<file path="config.mk">
export PLATFORM = sky130hd
export DESIGN_NAME = wb_arbiter
export DESIGN_NICKNAME = d
export VERILOG_FILES = /design/src/rtl/wb_arbiter.sv
export SDC_FILE = /design/constraint.sdc
export NUM_CORES = 1
export LEC_CHECK = 0
export ABC_CLOCK_PERIOD_IN_PS = 3000
export BUFFER_PORTS_ARGS = -buffer_cell sky130_fd_sc_hd__buf_2
export CORE_MARGIN = 2
export CORE_UTILIZATION = 42
export CTS_BUF_LIST = sky130_fd_sc_hd__clkbuf_4
export DETAILED_ROUTE_END_ITERATION = 8
export GPL_TIMING_DRIVEN = 1
export SLEW_MARGIN = 20
export SYNTH_ARGS = -nofsm -noshare
export SYNTH_HDL_FRONTEND = slang
export SYNTH_SLANG_ARGS = --single-unit
</file>
<file path="constraint.sdc">
create_clock -name clock -period 3 [get_ports clock]
set_input_delay 0.9 -clock clock [delete_from_list [all_inputs] [get_ports clock]]
set_output_delay 0.9 -clock clock [all_outputs]
set_load 0.05 [all_outputs]
</file>
<file path="src/rtl/wb_arbiter.sv">
// wb_arbiter: writeback arbiter merging pipeline W-stage writes with a buffered mult/div result FIFO.
// Define WB_ARB_STATUS_EN to redirect mult/div error results to rstatus (r30).
module wb_arbiter #(
    parameter int DEPTH        = 4,
    parameter int STARVE_LIMIT = 8
) (
    input  logic        clock,
    input  logic        ctrl_reset,
    input  logic        wb_valid,
    input  logic [4:0]  wb_reg,
    input  logic [31:0] wb_data,
    input  logic        md_valid,
    input  logic [4:0]  md_reg,
    input  logic [31:0] md_data,
    input  logic        md_error,
    output logic        md_ready,
    output logic        ctrl_writeEnable,
    output logic [4:0]  ctrl_writeReg,
    output logic [31:0] data_writeReg,
    output logic [31:0] busy_mask,
    output logic        stall_req
);
    localparam int AW = $clog2(DEPTH);
    localparam int CW = $clog2(STARVE_LIMIT + 1);
    localparam logic [CW-1:0] LIM = CW'(STARVE_LIMIT);

    logic [4:0]    reg_q  [DEPTH];
    logic [31:0]   data_q [DEPTH];
    logic [AW:0]   wptr_q, rptr_q, occ;
    logic [CW-1:0] cnt_q, cnt_d;
    logic          we_q, we_d, stall_q;
    logic [4:0]    wreg_q, wreg_d, hreg;
    logic [31:0]   wdata_q, wdata_d, hdata;
    logic          empty, full, push, pop, slot_a;
    logic [AW-1:0] widx, ridx;

    assign widx   = wptr_q[AW-1:0];
    assign ridx   = rptr_q[AW-1:0];
    assign occ    = wptr_q - rptr_q;
    assign empty  = wptr_q == rptr_q;
    assign full   = (wptr_q ^ rptr_q) == {1'b1, {AW{1'b0}}};
    assign push   = md_valid & ~full;
    assign slot_a = wb_valid & (wb_reg != 5'd0);
    assign pop    = ~slot_a & ~empty;

`ifdef WB_ARB_STATUS_EN
    logic err_q [DEPTH];
    assign hreg  = err_q[ridx] ? 5'd30 : reg_q[ridx];
    assign hdata = err_q[ridx] ? 32'd1 : data_q[ridx];
`else
    logic unused_md_error;
    assign unused_md_error = md_error;
    assign hreg  = reg_q[ridx];
    assign hdata = data_q[ridx];
`endif

    always_comb begin
        we_d    = slot_a | (pop & (hreg != 5'd0));
        wreg_d  = slot_a ? wb_reg : hreg;
        wdata_d = slot_a ? wb_data : hdata;
        cnt_d   = (empty | pop) ? '0 : (cnt_q == LIM ? cnt_q : cnt_q + 1'b1);
    end

    // Walk entries from the head so only live slots contribute to the mask.
    always_comb begin
        busy_mask = '0;
        for (int k = 0; k < DEPTH; k++) begin
            if ((AW+1)'(k) < occ) begin
                busy_mask[reg_q[ridx + AW'(k)]] = 1'b1;
`ifdef WB_ARB_STATUS_EN
                if (err_q[ridx + AW'(k)]) busy_mask[30] = 1'b1;
`endif
            end
        end
        busy_mask[0] = 1'b0;
    end

    always_ff @(posedge clock) begin
        if (ctrl_reset) begin
            wptr_q  <= '0;
            rptr_q  <= '0;
            cnt_q   <= '0;
            stall_q <= 1'b0;
            we_q    <= 1'b0;
            wreg_q  <= '0;
            wdata_q <= '0;
        end else begin
            if (push) begin
                reg_q[widx]  <= md_reg;
                data_q[widx] <= md_data;
`ifdef WB_ARB_STATUS_EN
                err_q[widx]  <= md_error;
`endif
                wptr_q       <= wptr_q + 1'b1;
            end
            if (pop) rptr_q <= rptr_q + 1'b1;
            cnt_q   <= cnt_d;
            stall_q <= cnt_d >= LIM;
            we_q    <= we_d;
            if (we_d) begin
                wreg_q  <= wreg_d;
                wdata_q <= wdata_d;
            end
        end
    end

    assign md_ready         = ~full;
    assign ctrl_writeEnable = we_q;
    assign ctrl_writeReg    = wreg_q;
    assign data_writeReg    = wdata_q;
    assign stall_req        = stall_q;
endmodule

</file>
After elaboration in Yosys (flattened, before gate mapping)
Memories as Yosys holds them, arrays and structs flattened. A register that Yosys moved wholly into a read port is not among the register bits.
Cells that the tools add are included.
Word-level totals
  flip-flop bits (word level): 49
  latch bits: 0
  RAM bits: 148
  bits in read-only memories: 0
  input port bits: 79
  word-level logic and storage cells: 74
  memories: 2
Operators by class
  $add $sub $neg: 7
  $mul: 0
  divide/modulo/power cells: 0
  $lt $le $gt $ge: 13
  equality and inequality tests: 3
  shift operators: 0
  multiplexer cells: 23
  bitwise gates (word level): 13
  reductions and logical operators: 6
Memory list
  data_q: depth 4, width 32, read ports 1, clocked after memory_dff 1, wr ports 1, RTL line 28  | logic [31:0] data_q [DEPTH];
  reg_q: depth 4, width 5, read ports 4, clocked after memory_dff 1, wr ports 1, RTL line 27  | logic [4:0] reg_q [DEPTH];
Operators by type and width (number)
  32-bit 2-to-1 mux: 5
  32-bit OR: 3
  5-bit by 6-bit less-than comparator with 1-bit output, second input constant: 4
  1-bit demux with 5-bit select: 4
  5-bit by 1-bit greater-or-equal comparator with 1-bit output, second input constant: 4
  5-bit nonzero test: 2
  2-bit 2-to-1 mux: 4
  4-bit 2-to-1 mux: 2
  1-bit 2-to-1 mux: 7
  3-bit by 1-bit adder with 3-bit output, second input constant: 2
  1-bit by 3-bit less-than comparator with 1-bit output, first input constant: 2
  2-bit by 3-bit less-than comparator with 1-bit output, first input constant: 2
  5-bit 2-to-1 mux: 1
  2-bit adder, second input constant: 2
  4-bit by 1-bit adder with 4-bit output, second input constant: 1
  1-bit AND: 4
  4-bit equality test, second input constant: 1
  4-bit greater-or-equal comparator, second input constant: 1
  1-bit logical AND: 4
  3-bit equality test: 1
  3-bit equality test, second input constant: 1
  1-bit inverter: 3
  3-bit subtractor: 1
  3-bit bitwise XOR: 1
  2 further kinds: 3

Longest topological paths before layout
An unclocked memory read counts as a cell.
  word-level depth: 12
  mapped depth: 9
  mapped depth without buffers: 7

Worst setup path before layout
OpenSTA, ideal clock, no wires.
  path kind: register to output
  start point: register rptr_q[1]
  end point: output busy_mask[16]
  arrival time: 2.645 ns
  path slack: -0.545 ns
  stages on the path, launching flop included: 8
  cell sequence: dfxtp_1 > ha_1 > buf_2 > mux4_2 > nor2b_1 > clkbuf_1 > nand2_1 > o211ai_1
On the way
  longest elaborated chain between the ends: 12
  elaborated cells between the ends (all ways): 31
  classes of those cells: 4 x add/sub; 10 x order compare; 10 x mux; 3 x bitwise; 3 x reduce/logical; 1 x memory
RTL lines
  start: declaration: RTL line 29  | logic [AW:0] wptr_q, rptr_q, occ;
  start signal: assignment: RTL line 96  | if (pop) rptr_q <= rptr_q + 1'b1;
  2-bit by 1-bit adder with 2-bit output: RTL line 69  | busy_mask[reg_q[ridx + AW'(k)]] = 1'b1;
  memory 4 x 5 bit
  5-bit by 6-bit less-than comparator with 1-bit output (implied by the code) / 5-bit by 1-bit greater-or-equal comparator with 1-bit output (equally long branches): RTL line 69
  1-bit logical AND (implied by the code): RTL line 69
  1-bit 2-to-1 mux (implied by the code): RTL line 69
  1-bit demux with 5-bit select: RTL line 69
  32-bit OR (no line)
  32-bit 2-to-1 mux: RTL line 68  | if ((AW+1)'(k) < occ) begin
  32-bit OR (no line)
  32-bit 2-to-1 mux: RTL line 68
  32-bit OR (no line)
  32-bit 2-to-1 mux (*): RTL line 68
  end: declaration: RTL line 20  | output logic [31:0] busy_mask,
Every way passes the cells marked *; elsewhere a longest branch is shown, timed or not.

Worst setup path after layout
  start point: register rptr_q[0]
  end point: output busy_mask[16]
The elaborated chain is that of the path after synthesis.

==> results by group <==
Worst setup path
  • CP max-delay cell: xnor3_4
  • Startpoint Class: flip-flop
  • CP Cell Sequence: ha_4 -> fa_2 -> xnor3_4 -> a211oi_4 -> buf_6 -> a22oi_2 -> o211ai_1 -> buf_4
  • Slowest stage delay, CP: between 0.4 and 0.5 ns
  • Worst-path maximum fanout: 7
  • CP Capture Type: output pin
  • Crit path from: rptr_q[0]
  • Critical path type: reg -> out
  • Arrival time worst endpoint: 2.88 ns
  • Worst EP required: roughly 2.1 ns

Clock network
  • Skew-Pair Late Insertion Delay: between 0.5 and 0.6 ns
  • Cts hold-fix bufs: 0
  • Clock transition at the registers of the reported paths: around 0.18 ns
  • CTS Buffer Depth: 2
  • TritonCTS Buffers: 17
  • Clock Sinks: 198
  • TritonCTS clock tree: yes
  • H-tree depth: 4
  • Root Driver: clkbuf_4

Timing
  • RSZ-0062 raised after global routing: yes
  • PnR worst setup slack: -0.775 ns
  • Worst-margin pin slew: 0.531 ns
  • Fin. Hold Viols: 0
  • Setup violators final: 31
  • Slew HR: roughly 64%
  • F_max: about 0.26 GHz
  • Max Transition Viols Final: 0
  • Worst Skew: ~0.035 ns
  • Tmin final: between 3 and 4 ns
  • Final period util: 126%

Global routing
  • Largest net degree at the start of global routing: 42
  • First-pass GRT wire length: roughly 43000 um
  • Initial antenna violation count: 5
  • Vias in the first global route: between 7000 and 8000
  • GRT Residual Overflow: 0
  • GRT Util Overall: about 23%

Logic synthesis
  • Syn_area_per_cell: approximately 13 um^2
  • Synth Register Bits: approximately 200
  • Share of the synthesized area in the top cell type: 44.3%
  • Synth Flop Type: edfxtp_1
  • Ys async rst share: 0%
  • Synth top area cells: edfxtp_1 (44%), mux4_2 (12%), dfxtp_1 (10%), mux2i_1 (3.7%), nor4_1 (3.7%)
  • Synth Instances: ~750
  • Register area share after synthesis: between 50% and 60%
  • Synth unique cells: 56
  • Post-synth EDFFs: 148
  • Leading area contributor after synthesis: edfxtp_1
  • Yosys warns: 0
  • Syn nets: 840
  • Cell Area, Synth: between 10000 and 15000 um^2

Power
  • Pwr Total: between 8 and 9 mW
  • NetSw: 3.21 mW
  • Int Power: slightly below 5 mW
  • Pwr dens: 617 nW/um^2
  • Max IR drop VDD: approximately 0.25 mV
  • Power share of the sequential group: about two fifths
  • Switching Fraction: around two fifths
  • Combinational Power Share: ~43%
  • Pleak: 4.81 nW
  • Power share of the clock group: between 10% and 20%

Routing
  • ANT nets after route: 0
  • Vias: a little under 8000
  • Final wirelength: between 20000 and 30000 um
  • Mean routed wirelength per cell: 22.5 um
  • Vias per cell: roughly 6
  • First-pass iteration count of the detailed router: 5
  • Post-route DRC violation count: 0
  • Initial DRC Count: 661

Final layout
  • Fillers: between 1500 and 2000
  • Net count, final: 1046
  • Final design utilization: between 50 and 60%
  • Final instance area: around 13000 um^2
  • Share of cells above drive strength 1: between 40 and 50%
  • Syn-to-layout area delta: 30.5%

Placement
  • Port-buffer cells: between 100 and 150
  • Final HPWL DP: 18700 um
  • Cell Area, Placed: 11800 um^2
  • Gpl congestion: between 0.8 and 0.9

Worst hold path
  • HP Class: in -> reg
  • HP Start: md_data[7]

Run status
  • Status: complete, but fails checks
  • Failing checks: setup timing

Floorplan
  • Core area: roughly 23000 um^2
  • Die H: ~160 um
  • Initial core utilization: approximately 43%
  • Chip Width: 159 um
  • Die Footprint: approximately 25000 um^2
  • FP Rows: 56
  • IO Pins: about 150

Run
  • # Max-Cap Violations: 0
==> metal layers <==
metal  global-route usage [%]  part of all wire, %  wire length [um]
met1                     30.2                   42             12200
met4                     6.35                  1.5               448
met5                        0                0.045                13
met2                     38.5                   50             14400
met3                     5.61                  6.8              1980
==> flip-flops by register name, indices dropped and copies added (netlist names), named ones only <==
| register | cells |
|---|---|
| ctrl_writeEnable | 1 |
| rptr_q | 3 |
| cnt_q | 4 |
| reg_q | 20 |
| ctrl_writeReg | 5 |
| data_q | 128 |
| wptr_q | 3 |
| data_writeReg | 32 |
==> final cells by class <==
class / instances / area (um^2) / area share (%)
Antenna cell: 5 / 12.5 / 0.0956
Clock buffer: 17 / 128 / 0.975
Clock inverter: 15 / 156 / 1.19
Inverter: 10 / 37.5 / 0.287
Multi-Input combinational cell: 475 / 4920 / 37.6
Sequential cell: 198 / 5450 / 41.7
Tap cell: 319 / 399 / 3.05
Timing Repair Buffer: 255 / 1990 / 15.2
==> final timing paths <==
path                       endpoint  slack [ns]  cells past startpoint
setup / recovery      busy_mask[16]       -0.78                      8
hold / removal         data_q[3][7]        0.51                      1
setup reg to reg  data_writeReg[18]        0.31                      6
hold reg to reg            cnt_q[3]        0.56                      2
==> metrics by stage <==
stage                     setup TNS (ns)  setup slack [ns]  cells  hold slack [ns]
after floorplan                    -1.68            -0.378    751            0.490
after global placement             -6.24            -0.284   1230            0.518
after detailed placement           -6.65            -0.314   1230            0.524
after CTS                         -23.26            -0.802   1273            0.454
after global routing              -25.26            -0.878   1291            0.465
final                             -21.86            -0.775   1294            0.510
==> synth_stat cells, types with 15 or more instances <==
| master | count |
|---|---|
| a22oi_1 | 20 |
| buf_2 | 23 |
| nand2_1 | 26 |
| a32oi_1 | 15 |
| nand3b_1 | 32 |
| nand3_1 | 65 |
| clkbuf_1 | 36 |
| edfxtp_1 | 148 |
| nor4_1 | 59 |
| a2111oi_0 | 37 |
| mux4_2 | 52 |
| dfxtp_1 | 50 |
| mux2i_1 | 37 |
==> what timing repair did <==
item / CTS / global route
endpoints found under the setup margin: 32 / 32
pin swaps: 23 / 23
resized for setup: 114 / 53
setup buffers: 10 / 15
gates cloned: 2 / 1
==> power groups by stage <==
stage	clock network, mW	registers (mW)	logic, mW
5_1_grt	1.53	3.25	3.65
3_5_place_dp	0	3.29	2.92
6_report	1.40	3.23	3.45
2_1_floorplan	0	3.60	1.71
3_3_place_gp	0	3.28	2.90
4_1_cts	1.44	3.23	3.19
==> critical path, delay by kind of cell, from the launching register on <==
kind | cells | cell delay, ns
adders and majority gates | 2 | 0.51
AOI/OAI and AO/OA | 3 | 0.49
xor gates and xnor gates | 1 | 0.46
buffers and inverters | 2 | 0.43
DFF | 1 | 0.41
==> cells by family after synthesis <==
group                    Yosys count  synth area share (%)
buffers and inverters             81                  3.77
other                              1                0.0374
multiplexers                      92                  15.7
XOR/XNOR                           7                 0.898
AO/OA/AOI/OAI                    104                  8.26
AND/OR/NAND/NOR                  258                  15.8
adder cells (fa/ha/maj)           10                  1.32
flip-flops                       198                  54.3
==> placed cells by master (no fill, tap or decap), types with 7 or more instances in the layout <==
master | synthesis | layout
nand3_1 | 65 | 31
nor2_1 | 12 | 11
nand3b_1 | 32 | 32
nand2_1 | 26 | 19
a32oi_2 | 0 | 12
o21ai_0 | 9 | 9
buf_12 | 0 | 10
inv_1 | 10 | 8
dfxtp_1 | 50 | 45
edfxtp_1 | 148 | 148
ha_1 | 9 | 7
buf_4 | 4 | 86
a2111oi_0 | 37 | 37
mux4_2 | 52 | 54
a22oi_2 | 0 | 14
nand3_2 | 0 | 31
nor4_1 | 59 | 58
buf_2 | 23 | 116
clkbuf_4 | 0 | 17
buf_6 | 4 | 22
mux2i_1 | 37 | 37
buf_8 | 0 | 21
Power figures use the tool's default switching activity.
